$ cat src/rtl/lsu_mem.sv
// Load/store unit for the MEM stage: issues one data-bus access per memory
// instruction through a three-state FSM and formats load results for writeback.
module lsu_mem (
    input  logic        clk,
    input  logic        rst,
    input  logic        load_mem,
    input  logic        store_mem,
    input  logic [2:0]  funct3_mem,
    input  logic [31:0] alu_data_mem,
    input  logic [31:0] rs2_data_mem,
    output logic        dbus_req,
    output logic        dbus_we,
    output logic [31:0] dbus_addr,
    output logic [31:0] dbus_wdata,
    output logic [3:0]  dbus_be,
    input  logic        dbus_ready,
    input  logic [31:0] dbus_rdata,
    output logic [31:0] dm_data_mem,
    output logic        stall,
    output logic        misaligned,
    output logic [1:0]  fsm_state_o
);

    // Bus handshake: the request is held while dbus_req=1 and retires on the
    // first cycle that also has dbus_ready=1; rdata is only sampled then.
    typedef enum logic [1:0] {
        IDLE = 2'd0,
        BUSY = 2'd1,
        DONE = 2'd2
    } state_t;

    state_t      state_q;
    logic [31:0] addr_q;
    logic [31:0] wdata_q;
    logic [3:0]  be_q;
    logic        we_q;
    logic [2:0]  funct3_q;
    logic [31:0] dm_data_q;
    logic        misaligned_q;

    logic        access;
    logic        is_byte;
    logic        is_half;
    logic        is_word;
    logic        misalign_d;
    logic [1:0]  off;
    logic [31:0] wdata_d;
    logic [3:0]  be_d;

    logic        ld_byte;
    logic        ld_half;
    logic        ld_signed;
    logic [31:0] rshift;
    logic [7:0]  ld_b;
    logic [15:0] ld_h;
    logic [31:0] load_fmt_d;

    // Request decode; undefined funct3 codes fall into the word case.
    always_comb begin
        access  = load_mem | store_mem;
        off     = alu_data_mem[1:0];
        is_byte = (funct3_mem == 3'b000) || (funct3_mem == 3'b100);
        is_half = (funct3_mem == 3'b001) || (funct3_mem == 3'b101);
        is_word = !is_byte && !is_half;
        misalign_d = (is_half && off[0]) || (is_word && (off != 2'b00));

        wdata_d = rs2_data_mem;
        be_d    = 4'b1111;
        if (store_mem) begin
            if (is_byte) begin
                wdata_d = {4{rs2_data_mem[7:0]}};
                be_d    = 4'b0001 << off;
            end else if (is_half) begin
                wdata_d = {2{rs2_data_mem[15:0]}};
                be_d    = 4'b0011 << off;
            end
        end
    end

    // Load formatting uses the latched offset and size, not the live inputs.
    always_comb begin
        ld_byte   = (funct3_q == 3'b000) || (funct3_q == 3'b100);
        ld_half   = (funct3_q == 3'b001) || (funct3_q == 3'b101);
        ld_signed = !funct3_q[2];
        rshift    = dbus_rdata >> {addr_q[1:0], 3'b000};
        ld_b      = rshift[7:0];
        ld_h      = addr_q[1] ? dbus_rdata[31:16] : dbus_rdata[15:0];
        if (ld_byte) begin
            load_fmt_d = {{24{ld_signed & ld_b[7]}}, ld_b};
        end else if (ld_half) begin
            load_fmt_d = {{16{ld_signed & ld_h[15]}}, ld_h};
        end else begin
            load_fmt_d = dbus_rdata;
        end
    end

    always_ff @(posedge clk) begin
        if (rst) begin
            state_q      <= IDLE;
            addr_q       <= '0;
            wdata_q      <= '0;
            be_q         <= '0;
            we_q         <= 1'b0;
            funct3_q     <= '0;
            dm_data_q    <= '0;
            misaligned_q <= 1'b0;
        end else begin
            misaligned_q <= 1'b0;
            case (state_q)
                IDLE: begin
                    if (access && misalign_d) begin
                        misaligned_q <= 1'b1;
                    end else if (access) begin
                        addr_q   <= alu_data_mem;
                        wdata_q  <= store_mem ? wdata_d : 32'h0;
                        be_q     <= be_d;
                        we_q     <= store_mem;
                        funct3_q <= funct3_mem;
                        state_q  <= BUSY;
                    end
                end
                BUSY: begin
                    if (dbus_ready) begin
                        if (!we_q) begin
                            dm_data_q <= load_fmt_d;
                        end
                        state_q <= DONE;
                    end
                end
                DONE: begin
                    state_q <= IDLE;
                end
                default: begin
                    state_q <= IDLE;
                end
            endcase
        end
    end

    // Bus outputs are gated so nothing leaks onto the bus outside BUSY.
    always_comb begin
        dbus_req   = (state_q == BUSY);
        dbus_we    = dbus_req ? we_q : 1'b0;
        dbus_addr  = dbus_req ? {addr_q[31:2], 2'b00} : 32'h0;
        dbus_wdata = dbus_req ? wdata_q : 32'h0;
        dbus_be    = dbus_req ? be_q : 4'b0000;
        stall      = ((state_q == IDLE) && access && !misalign_d) || (state_q == BUSY);
    end

    assign dm_data_mem = dm_data_q;
    assign misaligned  = misaligned_q;
    assign fsm_state_o = state_q;

endmodule

$ cat config.mk
export PLATFORM = sky130hd
export DESIGN_NAME = lsu_mem
export DESIGN_NICKNAME = d
export VERILOG_FILES = /design/src/rtl/lsu_mem.sv
export SDC_FILE = /design/constraint.sdc
export NUM_CORES = 1
export LEC_CHECK = 0
export CAP_MARGIN = 40
export CORE_UTILIZATION = 39
export DETAILED_ROUTE_END_ITERATION = 12
export GPL_TIMING_DRIVEN = 0
export PLACE_DENSITY_LB_ADDON = 0.25
export SLEW_MARGIN = 0
export SYNTH_ARGS = -nofsm -noshare
export SYNTH_HDL_FRONTEND = slang
export SYNTH_SLANG_ARGS = --single-unit
$ cat constraint.sdc
create_clock -name clk -period 1.67 [get_ports clk]
set_input_delay 0.167 -clock clk [delete_from_list [all_inputs] [get_ports clk]]
set_output_delay 0.167 -clock clk [all_outputs]
set_load 0.03 [all_outputs]
# == Yosys cells after proc, flatten, opt, wreduce, memory -nomap -nowiden ==
# Index checks and enable logic that the tools add are counted.
# totals
input_bits,104
regBits,107
# op_classes
n_reduce_logical,24
shift,3
muxes,18
n_bitwise,6
eq_ne,10
# op_table
operator,n
two-way mux 32 bit,7
>> shifter 32 x 5 -> 8 bit,1
two-way mux 16 bit,1
two-way mux 4 bit,4
"== test 3 bit, second input constant",4
AND reduction 3 bit,3
"== test 3 x 1 -> 1 bit, second input constant",2
logical AND 1 bit,6
zero test 3 bit,2
logical OR 1 bit,6
two-way mux 2 bit,3
zero test 1 bit,4
"!= test 2 bit, second input constant",2
one-hot mux 2 bit (2 select lines),1
"left shift 1 x 2 -> 4 bit, first input constant",1
"left shift 2 x 2 -> 4 bit, first input constant",1
inverter 1 bit,3
AND 1 bit,2
"== test 2 x 1 -> 1 bit, second input constant",1
zero test 2 bit,1
two-way mux 1 bit,2
"!= test 2 x 1 -> 1 bit, second input constant",1
nonzero test 2 bit,1
OR reduction 2 bit,1
OR 1 bit,1

# == Depth between registers and ports, before layout ==
# logic_depth
word_depth,9
mapped_depth,8
depth_no_buf,6

# == Least setup slack after synthesis ==
# OpenSTA, ideal clock, no wires.
# synth_path
path_kind,register -> output
from,"register state_q[0], in the netlist fsm_state_o[0]"
to,output port dbus_be[0]
path_buffers,1
arrival_ns,1.577
path_stages_with_launch,5
slack_ns,-0.074
cell_sequence,dfxtp_1 -> nand2b_1 -> inv_1 -> clkbuf_1 -> and2_1
# synth_via
elab_chain_len,2
# synth_rtl
element,line,source
start: declaration,32,state_t state_q;
start signal: assignment,99,state_q <= IDLE;
start signal: assignment,119,state_q <= BUSY;
start signal: assignment,127,state_q <= DONE;
== test 2 x 1 -> 1 bit,142,dbus_req = (state_q == BUSY);
via dbus_req,11,"output logic dbus_req,"
two-way mux 4 bit,146,dbus_be = dbus_req ? be_q : 4'b0000;
end: declaration,15,"output logic [3:0] dbus_be,"
# The timed path passes the listed nets, and every way through them passes these cells.

# == Worst setup path after layout ==
# layout_path
from,"register state_q[1], in the netlist fsm_state_o[1]"
to,output port dbus_wdata[0]
# layout_via
elab_chain_len,2
# layout_rtl
element,line,source
== test 2 x 1 -> 1 bit,142,
two-way mux 32 bit,145,dbus_wdata = dbus_req ? wdata_q : 32'h0;
end: declaration,14,"output logic [31:0] dbus_wdata,"
# Every way passes these cells.

==> results.md <==
Synthesis:
- The largest total area in the synthesized netlist belongs to dfxtp_1.
- Sorting the synthesized cells by area gives the leading types as dfxtp_1 41%, and2_1 8.0%, nand2_1 7.4%, nor2_1 5.2%, mux2i_1 4.6%.
- The xor/xnor cell area share of the yosys netlist is 0%.
- The count of unique library cells instantiated by Yosys is 37.
- The fraction of post-synthesis cell area in the top cell type by area is 41.0%.
- The flop and latch count out of synthesis is 107.
- For this run, asynchronously set or reset flops after synthesis account for 0%.
- The synthesized netlist devotes 16.9% of its cell area to compound gates.
- In this run, synthesis inferred 0 flip-flops with an integrated enable.
- The cell count after synthesis is 616.
- The per-instance average area after synthesis is 8.47 um2.
- The multiplexer share of the synthesized area is 11.9%.
- The adder and majority gate portion of the synthesized area is 0.959%.
- The post-synthesis instance area is 5220 um2.
- Summing the areas of all and, or, nand and nor instances in the mapped netlist gives 24.2% of the synthesized area.
- After synthesis, flip-flops and latches occupy 41.0% of the total area.
- The warning count from the yosys run is 0.
- The leading register cell type out of synthesis is dfxtp_1.
- The combinational family with the most area after synthesis is simple AND/OR/NAND/NOR gates.

Clock network:
- CTS placed an instance of clkbuf_16 at the clock tree root.
- The clock-pin slew of the registers on the worst-case setup and hold paths is 0.07 ns.
- TritonCTS built the clock tree.
- The H-tree level count is 3.
- Clock tree synthesis inserted a total of 9 buffers.
- The clock network latency to the later pin of the worst-skew pair is 0.36 ns.
- The longest clock path from root to sink contains 2 buffers.
- The clock sink count is 107.

Outcome:
- The final reports fail on setup timing.
- The flow ran to the end, but the final reports show violations.

Worst hold path:
- Along the worst hold path, the cell count comes to 3.
- The type of the worst min-delay path is input port to register.
- The startpoint identified for the worst hold timing path is alu_data_mem[1].

Drt:
- The number of violations reported at the end of detailed-routing iteration 0 is 315.
- The number of vias per cell is 5.25.
- The number of iterations in the first detailed-routing pass is 5.
- After detailed routing, the number of remaining DRC violations is 0.
- The detailed router placed 5,348 vias in this run.
- In the final routed layout, each cell accounts on average for 17.2 um.
- The total detailed-routing wirelength is 17,500 um.
- Once detail routing completed, the nets flagged for antenna violations numbered 0.

Cells and area:
- The fill cell total of the finished layout is 1,174.
- From synthesis to final layout, the design area changed by 53.1%.
- The sequential cell area in the final layout is 2150 um2.
- The count of inserted antenna diode cells is 0.
- The filler-free cell count of the finished design is 1,019.
- The share of cells above drive strength 1 is 23.6%.
- After the last flow step, the layout net total stands at 950.
- Summing all multi-input logic gate instances after layout gives 2920 um2.
- Summing all non-filler instances in the final layout gives an area of 7990 um2.

STA:
- The max-slew violation count is 0.
- The setup-violating endpoint count in the final report is 14.
- The highest clock frequency the design can meet is 0.589 GHz.
- The final count of hold timing violations is 0.
- The worst path in the final design needs a cycle of 1.70 ns, including I/O delays and setup.
- The worst setup skew after layout is 0.00491 ns.
- The transition time at the pin with the least slew margin is 0.651 ns.
- Setup repair after global routing could not meet its margin everywhere.
- The worst path uses 102% of the clock period.
- The worst-case headroom to the max-slew limit is 56.6%.
- In the post-route analysis, the smallest setup slack over all paths is -0.0277 ns.

Setup path:
- Data on the critical path arrives at its endpoint at 1.53 ns.
- Measured in cells, the most critical reg-to-reg path has a length of 5.
- The critical path class is register to output port.
- Among all stages on the critical path, the largest delay is contributed by dfxtp_4.
- The nature of the critical path endpoint is an output port.
- The number of buffers and inverters on the critical path is 3.
- The signal on the critical path passes through nand2b_4 > inv_8 > clkbuf_4 > and2_1 > buf_4.
- Of all nets on the critical path, the largest fanout is 10.
- The worst-case register-to-register setup slack is 0.06 ns.
- The type of element launching the critical path is a register.
- On the worst path, the slowest cell contributes a delay of 0.36 ns.
- The startpoint identified for the worst register-to-register timing path is addr_q[0]$_SDFFE_PP0P_.
- Tracing the worst setup path back leads to its startpoint at fsm_state_o[1]$_SDFFE_PP0P_.
- In this design, the largest share of critical-path delay is due to buffers and inverters.
- In this run the number of cells on the critical path is 5.
- STA puts the critical path data required time at 1.50 ns.

Global route:
- The initial antenna violation count is 0.
- The via count of the first global-routing pass is 5,309.
- Global routing used 25.0% of the available tracks.
- The total overflow left after global routing is 0.
- The largest net degree at the start of global routing is 17.
- The global-route wire length before repair is 27,400 um.

Placement:
- The number of input and output port buffers inserted is 205.
- The HPWL after detailed placement is 13,000 um.
- Summing all placed instances gives a cell area of 7520 um2.
- The routability-driven placement congestion ratio is 0.885.
- The number of placed cells counting well taps is 994.

Run:
- The max capacitance violation total is 0.

Floorplan:
- In this run the standard cell core region covers 12,800 um2.
- Once the floorplan was initialized, standard cells occupied 40.7% of the core.
- The floorplan step defined a die boundary enclosing 13,900 um2.
- The die is 118 um tall.
- In this run the count of I/O pins placed on the die edge is 210.
- In this run the core area contains 41 standard-cell rows.
- The floorplan step set the die width to 118 um.

Power and ir drop:
- The highest ir drop seen on vdd is 415 uV.
- The sum of internal, switching and leakage power is 0.00675 W.
- Summed over all cells, the static leakage comes to 3.34 nW.
- Dividing total power by cell area gives a power density of 845 nW/um2.
-- synthesized netlist by cell type (3+ instances only) --
cell type	number
dfxtp_1	107
nand2_1	103
nor2_1	73
and2_1	67
a21oi_1	39
clkbuf_1	38
a22oi_1	32
mux2i_1	24
mux2_2	16
nor3_1	15
buf_2	11
o21ai_0	11
a211oi_1	10
a211oi_2	10
mux4_2	8
o211a_1	7
o21a_1	7
nand2b_1	6
ha_1	4
inv_1	4
buf_4	3
-- what timing repair did --
| item | in CTS | in global routing |
|---|---|---|
| endpoints found under the setup margin | 174 | 140 |
| setup buffers | 6 | 1 |
| gates cloned | 2 | 1 |
| hold buffers | 0 | 0 |
| pin swaps | 11 | 12 |
| hold endpoints to repair | 0 | 0 |
| gates resized for setup | 444 | 82 |
-- cells in the final DEF, fill, tap and decap left out, types with 3 or more instances in the layout --
| cell type | n |
|---|---|
| clkbuf_16 | 11 |
| mux2i_1 | 24 |
| buf_6 | 24 |
| ha_1 | 4 |
| clkbuf_1 | 17 |
| o21ai_0 | 11 |
| mux4_2 | 8 |
| a211oi_2 | 10 |
| nor3_1 | 15 |
| mux2_2 | 16 |
| a211oi_1 | 10 |
| a22oi_1 | 32 |
| clkbuf_2 | 12 |
| nand2b_1 | 4 |
| clkdlybuf4s50_1 | 132 |
| nand2_1 | 102 |
| and2_4 | 20 |
| buf_2 | 19 |
| inv_1 | 3 |
| nor2_1 | 72 |
| o21a_1 | 7 |
| buf_8 | 3 |
| o211a_1 | 7 |
| clkbuf_4 | 38 |
| a21oi_1 | 39 |
| buf_4 | 18 |
| dfxtp_1 | 104 |
| and2_1 | 47 |
-- through the flow --
stage / hold WS (ns) / setup slack [ns] / util (%) / setup TNS (ns)
after CTS: 0.265 / -0.0724 / 61.1 / -0.738
after floorplan: 0.276 / 0.0382 / - / 0
after global routing: 0.138 / -0.0669 / 62.3 / -1.96
after global placement: 0.437 / -1.27 / 58.6 / -87.09
final: 0.101 / -0.0277 / 62.3 / -0.199
after detailed placement: 0.444 / -1.29 / 58.6 / -95.26
-- tightest hold or removal path: stages --
cell	delay [ns]
clkbuf_2	0.12
nand2_1	0.07
a21oi_1	0.05
-- final cells by class --
class,count,share of cell area [%]
buffer,53,4.21
clock buffer,11,2.91
clock inverter,5,0.971
inverter,4,0.282
multi-input combinational,452,36.5
sequential,107,26.9
tap,172,2.69
timing repair buffer,215,25.5
-- state kept, by name, indices dropped and copies added (netlist names) --
register     cells
addr_q          32
be_q             4
dm_data_mem     32
fsm_state_o      2
funct3_q         3
misaligned       1
wdata_q         32
we_q             1
-- logic make-up (layout without fill, tap and decap cells) --
family,Yosys count,count (layout)
flops,107,107
fa+ha+maj,4,4
simple gates,273,273
other cells,1,2
compound gates,123,123
buf+inv,58,288
mux,50,50
-- layer usage --
layer,wire [um],up-vias,global-route usage [%]
met1,7090,2535,29.3
met2,8600,234,43.5
met3,1280,31,5.47
li1,-,2548,-
met4,505,0,11.2
met5,0,-,0
-- power by group --
part,switching [W],internal (W),total [W],leakage [nW]
logic,0.000877,0.000765,0.00164,2.31
clock network,0.000980,0.00131,0.00229,0.150
registers,0.0000981,0.00272,0.00282,0.876
total,0.00196,0.00480,0.00675,3.34
-- worst paths after layout --
| check | end |
|---|---|
| setup / recovery | dbus_wdata[0] |
| hold / removal | addr_q[1]$_SDFFE_PP0P_ |
| setup reg to reg | dm_data_mem[13]$_SDFFE_PP0P_ |
| hold reg to reg | addr_q[20]$_SDFFE_PP0P_ |
No activity file was read; power rests on OpenSTA's default activity.
